==> config.mk <==
export PLATFORM = sky130hd
export DESIGN_NAME = pwm_demodulator
export DESIGN_NICKNAME = d
export VERILOG_FILES = /design/src/rtl/pwm_pkg.sv /design/src/rtl/pwm_demodulator_sync_edge_detect.sv /design/src/rtl/pwm_demodulator.sv
export SDC_FILE = /design/constraint.sdc
export NUM_CORES = 1
export LEC_CHECK = 0
export CORE_MARGIN = 8
export CORE_UTILIZATION = 50
export CTS_BUF_LIST = sky130_fd_sc_hd__clkbuf_16
export CTS_CLUSTER_DIAMETER = 200
export DETAILED_ROUTE_END_ITERATION = 10
export PLACE_DENSITY = 0.76
export REMOVE_ABC_BUFFERS = 1
export SLEW_MARGIN = 0
export SYNTH_ARGS = -nofsm -noshare
export SYNTH_HDL_FRONTEND = slang
export SYNTH_SLANG_ARGS = --single-unit
==> constraint.sdc <==
create_clock -name clk -period 2.1 [get_ports clk]
set_input_delay 0.21 -clock clk [delete_from_list [all_inputs] [get_ports clk]]
set_output_delay 0.21 -clock clk [all_outputs]
set_load 0.1 [all_outputs]
==> src/rtl/pwm_pkg.sv <==
// Shared definitions for the PWM generator/demodulator pair: default counter
// width and the demodulator's measurement state encoding.
package pwm_pkg;

  localparam int PWM_COUNT_WIDTH = 16;

  typedef enum logic [1:0] {
    SEEK = 2'd0,
    HIGH = 2'd1,
    LOW  = 2'd2
  } pwm_state_e;

endpackage

==> src/rtl/pwm_demodulator_sync_edge_detect.sv <==
// Two-flop synchroniser for an asynchronous input, plus a delayed copy of the
// synchronised level for single-cycle rise/fall detection.
module sync_edge_detect (
  input  logic clk,
  input  logic reset_n,
  input  logic i_async,
  output logic o_level,
  output logic o_rise,
  output logic o_fall
);

  logic r_meta;
  logic r_sync;
  logic r_prev;

  always_ff @(posedge clk or negedge reset_n) begin
    if (!reset_n) begin
      r_meta <= 1'b0;
      r_sync <= 1'b0;
      r_prev <= 1'b0;
    end else begin
      // NOTE: non-blocking so each flop takes its predecessor's pre-edge value;
      // blocking assignments here would collapse the chain into a single stage.
      r_meta <= i_async;
      r_sync <= r_meta;
      r_prev <= r_sync;
    end
  end

  assign o_level = r_sync;
  assign o_rise  = r_sync & ~r_prev;
  assign o_fall  = ~r_sync & r_prev;

endmodule

==> src/rtl/pwm_demodulator.sv <==
// Measures high time and rise-to-rise period of an asynchronous PWM input in
// clock cycles, and flags a lost/stuck line after a programmable timeout.
module pwm_demodulator
  import pwm_pkg::*;
#(
  parameter int COUNT_WIDTH = PWM_COUNT_WIDTH,
  parameter int TIMEOUT     = 50000
) (
  input  logic                   clk,
  input  logic                   reset_n,
  input  logic                   pwm_in,
  output logic [COUNT_WIDTH-1:0] high_width,
  output logic [COUNT_WIDTH-1:0] period,
  output logic                   valid,
  output logic                   signal_lost,
  output logic                   stuck_level
);

  localparam logic [COUNT_WIDTH-1:0] CNT_ONE     = COUNT_WIDTH'(1);
  localparam logic [COUNT_WIDTH-1:0] CNT_MAX     = '1;
  localparam logic [COUNT_WIDTH-1:0] TIMEOUT_CNT = COUNT_WIDTH'(TIMEOUT);

  logic w_level;
  logic w_rise;
  logic w_fall;
  logic w_edge;
  logic w_timeout;

  pwm_state_e             r_state,      w_state_nxt;
  logic [COUNT_WIDTH-1:0] r_cnt,        w_cnt_nxt;
  logic [COUNT_WIDTH-1:0] r_h_latch,    w_h_latch_nxt;
  logic [COUNT_WIDTH-1:0] r_high_width, w_high_width_nxt;
  logic [COUNT_WIDTH-1:0] r_period,     w_period_nxt;
  logic                   r_valid,      w_valid_nxt;
  logic                   r_lost,       w_lost_nxt;
  logic                   r_stuck,      w_stuck_nxt;

  sync_edge_detect u_sync (
    .clk     (clk),
    .reset_n (reset_n),
    .i_async (pwm_in),
    .o_level (w_level),
    .o_rise  (w_rise),
    .o_fall  (w_fall)
  );

  assign w_edge = w_rise | w_fall;
  // >= rather than == so a fall landing exactly on TIMEOUT cannot let the
  // counter slip past the threshold and never time out.
  assign w_timeout = ~w_edge & (r_cnt >= TIMEOUT_CNT);

  always_comb begin
    // NOTE: every next-state value gets a default first so no path leaves a
    // variable unassigned, which would otherwise infer a latch.
    w_state_nxt      = r_state;
    w_cnt_nxt        = (r_cnt == CNT_MAX) ? r_cnt : r_cnt + CNT_ONE;
    w_h_latch_nxt    = r_h_latch;
    w_high_width_nxt = r_high_width;
    w_period_nxt     = r_period;
    w_valid_nxt      = 1'b0;
    w_lost_nxt       = r_lost;
    w_stuck_nxt      = r_stuck;

    if (w_rise) begin
      w_cnt_nxt = CNT_ONE;
    end else if (w_timeout) begin
      w_cnt_nxt = TIMEOUT_CNT;
    end

    if (w_timeout) begin
      w_state_nxt = SEEK;
      w_lost_nxt  = 1'b1;
      w_stuck_nxt = w_level;
    end else begin
      case (r_state)
        SEEK: begin
          if (w_rise) w_state_nxt = HIGH;
        end
        HIGH: begin
          if (w_fall) begin
            w_state_nxt   = LOW;
            w_h_latch_nxt = r_cnt;
          end
        end
        LOW: begin
          if (w_rise) begin
            w_state_nxt      = HIGH;
            w_period_nxt     = r_cnt;
            w_high_width_nxt = r_h_latch;
            w_valid_nxt      = 1'b1;
            w_lost_nxt       = 1'b0;
          end
        end
        default: w_state_nxt = SEEK;
      endcase
    end
  end

  always_ff @(posedge clk or negedge reset_n) begin
    if (!reset_n) begin
      r_state      <= SEEK;
      r_cnt        <= '0;
      r_h_latch    <= '0;
      r_high_width <= '0;
      r_period     <= '0;
      r_valid      <= 1'b0;
      r_lost       <= 1'b0;
      r_stuck      <= 1'b0;
    end else begin
      r_state      <= w_state_nxt;
      r_cnt        <= w_cnt_nxt;
      r_h_latch    <= w_h_latch_nxt;
      r_high_width <= w_high_width_nxt;
      r_period     <= w_period_nxt;
      r_valid      <= w_valid_nxt;
      r_lost       <= w_lost_nxt;
      r_stuck      <= w_stuck_nxt;
    end
  end

  assign high_width  = r_high_width;
  assign period      = r_period;
  assign valid       = r_valid;
  assign signal_lost = r_lost;
  assign stuck_level = r_stuck;

endmodule
* Word level (Yosys, flattened, before mapping) *
Index checks and enable logic that the tools add are counted.

storage, ports and cells
  register bits = 72
  input port bits = 3
  output and inout port bits = 35
  word-level logic and storage cells = 48

operators by class
  $add $sub $neg = 1
  $lt $le $gt $ge = 1
  eq/ne operators = 6
  mux-type cells = 13
  bitwise operators = 8
  reductions and logical operators = 8

operators with widths
  cell                                                        number
  2-to-1 mux 16 bit                                           3
  adder 16 x 1 -> 16 bit (second input constant)              1
  == test 16 bit (second input constant)                      1
  greater-or-equal comparator 16 bit (second input constant)  1
  2-to-1 mux 1 bit                                            6
  2-to-1 mux 2 bit                                            3
  inequality test 3 bit (second input constant)               2
  AND reduction 3 bit                                         2
  NOT 1 bit                                                   4
  case mux 2 bit (2 select lines)                             1
  AND reduction 2 bit                                         2
  nonzero test 2 bit                                          2
  bitwise AND 1 bit                                           3
  inequality test 3 x 1 -> 1 bit (second input constant)      1
  == test 2 x 1 -> 1 bit (second input constant)              1
  == test 2 bit (second input constant)                       1
  logical NOT 2 bit                                           1
  OR reduction 2 bit                                          1
  bitwise OR 1 bit                                            1

* Depth between registers and ports, before layout *
  depth after elaboration = 7
  depth in mapped cells = 8

* By module *
Synthesis repeated with hierarchy kept, for this count alone.

unflattened totals
  cell total of the unflattened synthesis = 236
  area total of the unflattened synthesis = 3034.2 um2

by module, submodules not included
  module            instances  cells each  area each (um2)  seq. area each (um2)
  pwm_demodulator   1          231         2944.1           1726.7
  sync_edge_detect  1          5           90.1             75.1

* Worst setup path after synthesis *
No wires, ideal clock.

  path type = register to register
  start point = register r_cnt[10]
  end point = register r_high_width[0], in the netlist high_width[0]
  setup time = 126 ps
  arrival = 1884 ps
  required time = 1974 ps
  path slack = 90 ps
  cell stages (with the launch flop) = 8
  path buffers = 3
  clock period less this slack = 2010 ps
  cells stage by stage = dfrtp_1 -> clkbuf_1 -> nor4_2 -> a21oi_4 -> nor4bb_1 -> buf_4 -> buf_6 -> mux2_4

between the ends
  longest elaborated chain between the ends = 4

ends and longest elaborated chain
  element                               line                    RTL
  start, declared                       pwm_demodulator.sv:30   logic [COUNT_WIDTH-1:0] r_cnt, w_cnt_nxt;
  start signal, assigned                pwm_demodulator.sv:111  r_cnt <= w_cnt_nxt;
  greater-or-equal comparator 16 bit    pwm_demodulator.sv:50   assign w_timeout = ~w_edge & (r_cnt >= TIMEOUT_CNT);
  bitwise AND 1 bit                     pwm_demodulator.sv:50
  NOT 1 bit (no source line)            -
  AND reduction 3 bit (no source line)  -
  end signal, assigned                  pwm_demodulator.sv:113  r_high_width <= w_high_width_nxt;
  end, declared                         pwm_demodulator.sv:32   logic [COUNT_WIDTH-1:0] r_high_width, w_high_width_nxt;

Every way passes these cells.
A chain may end at the register's enable or synchronous reset.

* Final worst setup path *
  start point = register r_cnt[11]
  end point = register r_high_width[3], in the netlist high_width[3]

Same word-level chain as after synthesis.

==> results.sh <==
export IMPL_grt_max_degree=53
export IMPL_rsz0062_at_grt="true"
export IMPL_timing_rr_end="high_width[3]$_DFFE_PN0P_"
export IMPL_crit_fanout=6
export IMPL_cp_common_cell="buf_6"
export IMPL_slew_violations=0
export IMPL_start_kind="flip-flop"
export IMPL_netlist_area_um2=3110
export IMPL_num_vias=1946
export IMPL_worst_pin_slew_ns=0.523
export IMPL_drive_above_1_share_pct=42.1
export IMPL_critPathLaunch="r_cnt[11]$_DFFE_PN0P_"
export IMPL_viasPerCell=5.16
export IMPL_reg2reg_depth=7
export IMPL_placed_cell_area_um2=3630
export IMPL_area_delta_synth_final_pct=31.5
export IMPL_worstReg2RegStart="r_cnt[11]$_DFFE_PN0P_"
export IMPL_synth_edf_count=0
export IMPL_min_period_over_period_pct=99.4
export IMPL_fin_tns_setup_ns=0
export IMPL_num_rows=28
export IMPL_holdPathEnd="u_sync.r_meta$_DFF_PN0_"
export IMPL_place_port_buffers=37
export IMPL_clkLatencyLatePin_ns=0.33
export IMPL_cap_violations=0
export IMPL_arrival_ns=2.30
export IMPL_grt_pass1_vias=2131
export IMPL_outcome="finished clean"
export IMPL_dieWidth_um=94.9
export IMPL_criticalPathCategory="reg -> reg"
export IMPL_endpoint_kind="flip-flop"
export IMPL_synth_avg_cell_area_um2=13.8
export IMPL_root_buffer="clkbuf_16"
export IMPL_fin_nets=304
export IMPL_synth_cells=226
export IMPL_mostFrequentLayoutCells="dfrtp_1, buf_4, mux2_4"
export IMPL_cts_max_level=3
export IMPL_clk_pin_slew_ns=0.05
export IMPL_firstDrtPassIters=4
export IMPL_finalClockSkew_ns=0.00359
export IMPL_hold_path_class="in -> reg"
export IMPL_crit_buf_inv=3
export IMPL_p_per_area_nw_per_um2=1030
export IMPL_wire_per_inst_um=16.7
export IMPL_numCtsBuffers=9
export IMPL_p_leak_nw=2.02
export IMPL_required_ns=2.31
export IMPL_yosysWarnings=0
export IMPL_whs_path_depth=1
export IMPL_design_area_um2=4090
export IMPL_ios=38
export IMPL_dp_cells=353
export IMPL_cts_tree="built"
export IMPL_slowest_stage="dfrtp_1"
export IMPL_crit_family="simple AND/OR/NAND/NOR gates"
export IMPL_antenna_found_initial=0
export IMPL_crit_chain="nor4_4 > a21oi_4 > buf_6 > nor4bb_4 > buf_6 > clkbuf_16 > mux2_4"
export IMPL_gp_congestion=0.840
export IMPL_synth_async_reset_ratio_pct=100
export IMPL_cpPeakStageDelay_ns=0.42
export IMPL_grt_first_pass_wirelength_um=10400
export IMPL_ys_ff_latch=72
export IMPL_fp_dieH_um=94.9
export IMPL_min_period_ns=2.09
export IMPL_cts_sinks=72
export IMPL_reg2reg_slack_ns=0.01
export IMPL_fin_util_pct=68.7
export IMPL_core_area_um2=5960
export IMPL_synth_top_area_cell="dfrtp_1"
export IMPL_gr_total_overflow=0
export IMPL_ir_worst_vdd_uv=1160
export IMPL_mostFrequentLayoutCell="dfrtp_1"
export IMPL_seq_area_um2=1800
export IMPL_ant_nets=0
export IMPL_fillCellCount=425
export IMPL_drt_wl_total_um=6290
export IMPL_worstHoldStart="pwm_in"
export IMPL_drt_initial_drc_count=97
export IMPL_dieArea_um2=9000
export IMPL_cts_buffer_depth=2
export IMPL_n_antenna_cell=0
export IMPL_yosysTopAreaCellShare_pct=57.9
export IMPL_synthTopCellsByArea="dfrtp_1, mux2_4, mux2_1"
export IMPL_fin_cells=377
export IMPL_start_util_pct=52.2
export IMPL_setup_viol=0
export IMPL_drcViolationCount=0
export IMPL_synth_ff_type="dfrtp_1"
export IMPL_grtUsageTotal_pct=15.3
export IMPL_multi_input_area_um2=1270
export IMPL_max_freq_ghz=0.479
export IMPL_finalHoldWorstSlack_ns=0.319
export IMPL_place_hpwl_um=4040
export IMPL_hold_violations=0
export IMPL_yosysSeqAreaShare_pct=57.9
export IMPL_slew_limit_headroom_pct=65.1
export IMPL_synthDistinctLibCells=34
==> logic make-up after synthesis <==
kind of cell	Yosys count	share of synthesized area, %
AOI/OAI and AO/OA	11	2.41
muxes	51	21.8
DFF	72	57.9
buffers and inverters	18	3.14
adders and majority gates	4	1.61
and+or+nand+nor	59	10.1
xor gates and xnor gates	11	3.10
==> timing repair <==
item,in CTS,in global routing
pin swaps,1,3
setup buffers,2,4
hold buffers,1,0
gates cloned,0,2
endpoints found under the setup margin,43,32
resized for setup,9,10
endpoints found under the hold margin,20,0
==> through the flow <==
stage	worst slack [ns]	power (mW)
after floorplan	-4.41	2.47
after global placement	-0.0828	2.70
after detailed placement	-0.0977	2.73
after CTS	0.00104	4.18
after global routing	-0.0808	4.36
final	0.0136	4.20
==> per-layer routing <==
layer	global-route usage, %	vias to the layer above	share of wire (%)
li1	-	924	-
met1	18.8	958	45
met2	23.3	45	46
met3	3.89	19	5.5
met4	10.3	0	3.6
met5	0	-	0
==> cells in the mapped netlist, types with 5 or more instances <==
| master | n |
|---|---|
| inv_1 | 8 |
| a21oi_1 | 7 |
| xnor2_1 | 10 |
| nand2_1 | 6 |
| mux2_1 | 18 |
| nand3_1 | 6 |
| nand4_1 | 5 |
| nor3_1 | 6 |
| dfrtp_1 | 72 |
| nor2_1 | 21 |
| mux2_4 | 28 |
==> power breakdown <==
| part | total [mW] | switching, mW | internal (mW) | leakage [nW] |
|---|---|---|---|---|
| clock network | 1.44 | 0.539 | 0.899 | 0.153 |
| registers | 1.68 | 0.135 | 1.55 | 0.975 |
| logic | 1.08 | 0.747 | 0.335 | 0.894 |
==> how the worst max path moves through the flow <==
stage	to	slack (ns)	cells after the start
final	high_width[3]$_DFFE_PN0P_	0.01	7
after global placement	period[2]$_DFFE_PN0P_	-0.08	6
after detailed placement	period[1]$_DFFE_PN0P_	-0.1	6
after global routing	high_width[1]$_DFFE_PN0P_	-0.08	8
after floorplan	high_width[0]$_DFFE_PN0P_	-4.41	4
after CTS	period[12]$_DFFE_PN0P_	0.001	9
==> sequential cells by signal (all words and copies together) (netlist names) <==
name / cells
r_state: 2
period: 16
stuck_level: 1
high_width: 16
valid: 1
r_h_latch: 16
r_cnt: 16
u_sync.r_prev: 1
signal_lost: 1
u_sync.o_level: 1
u_sync.r_meta: 1
==> area by class of cell <==
type                       instances  share of cell area (%)
clock buffer                       9                    5.50
inverter                           8                   0.734
sequential                        72                    44.1
timing repair buffer              70                    15.0
multi-input combinational        136                    31.1
clock inverter                     7                    1.38
tap                               75                    2.29
(Power assumes the default switching activity.)
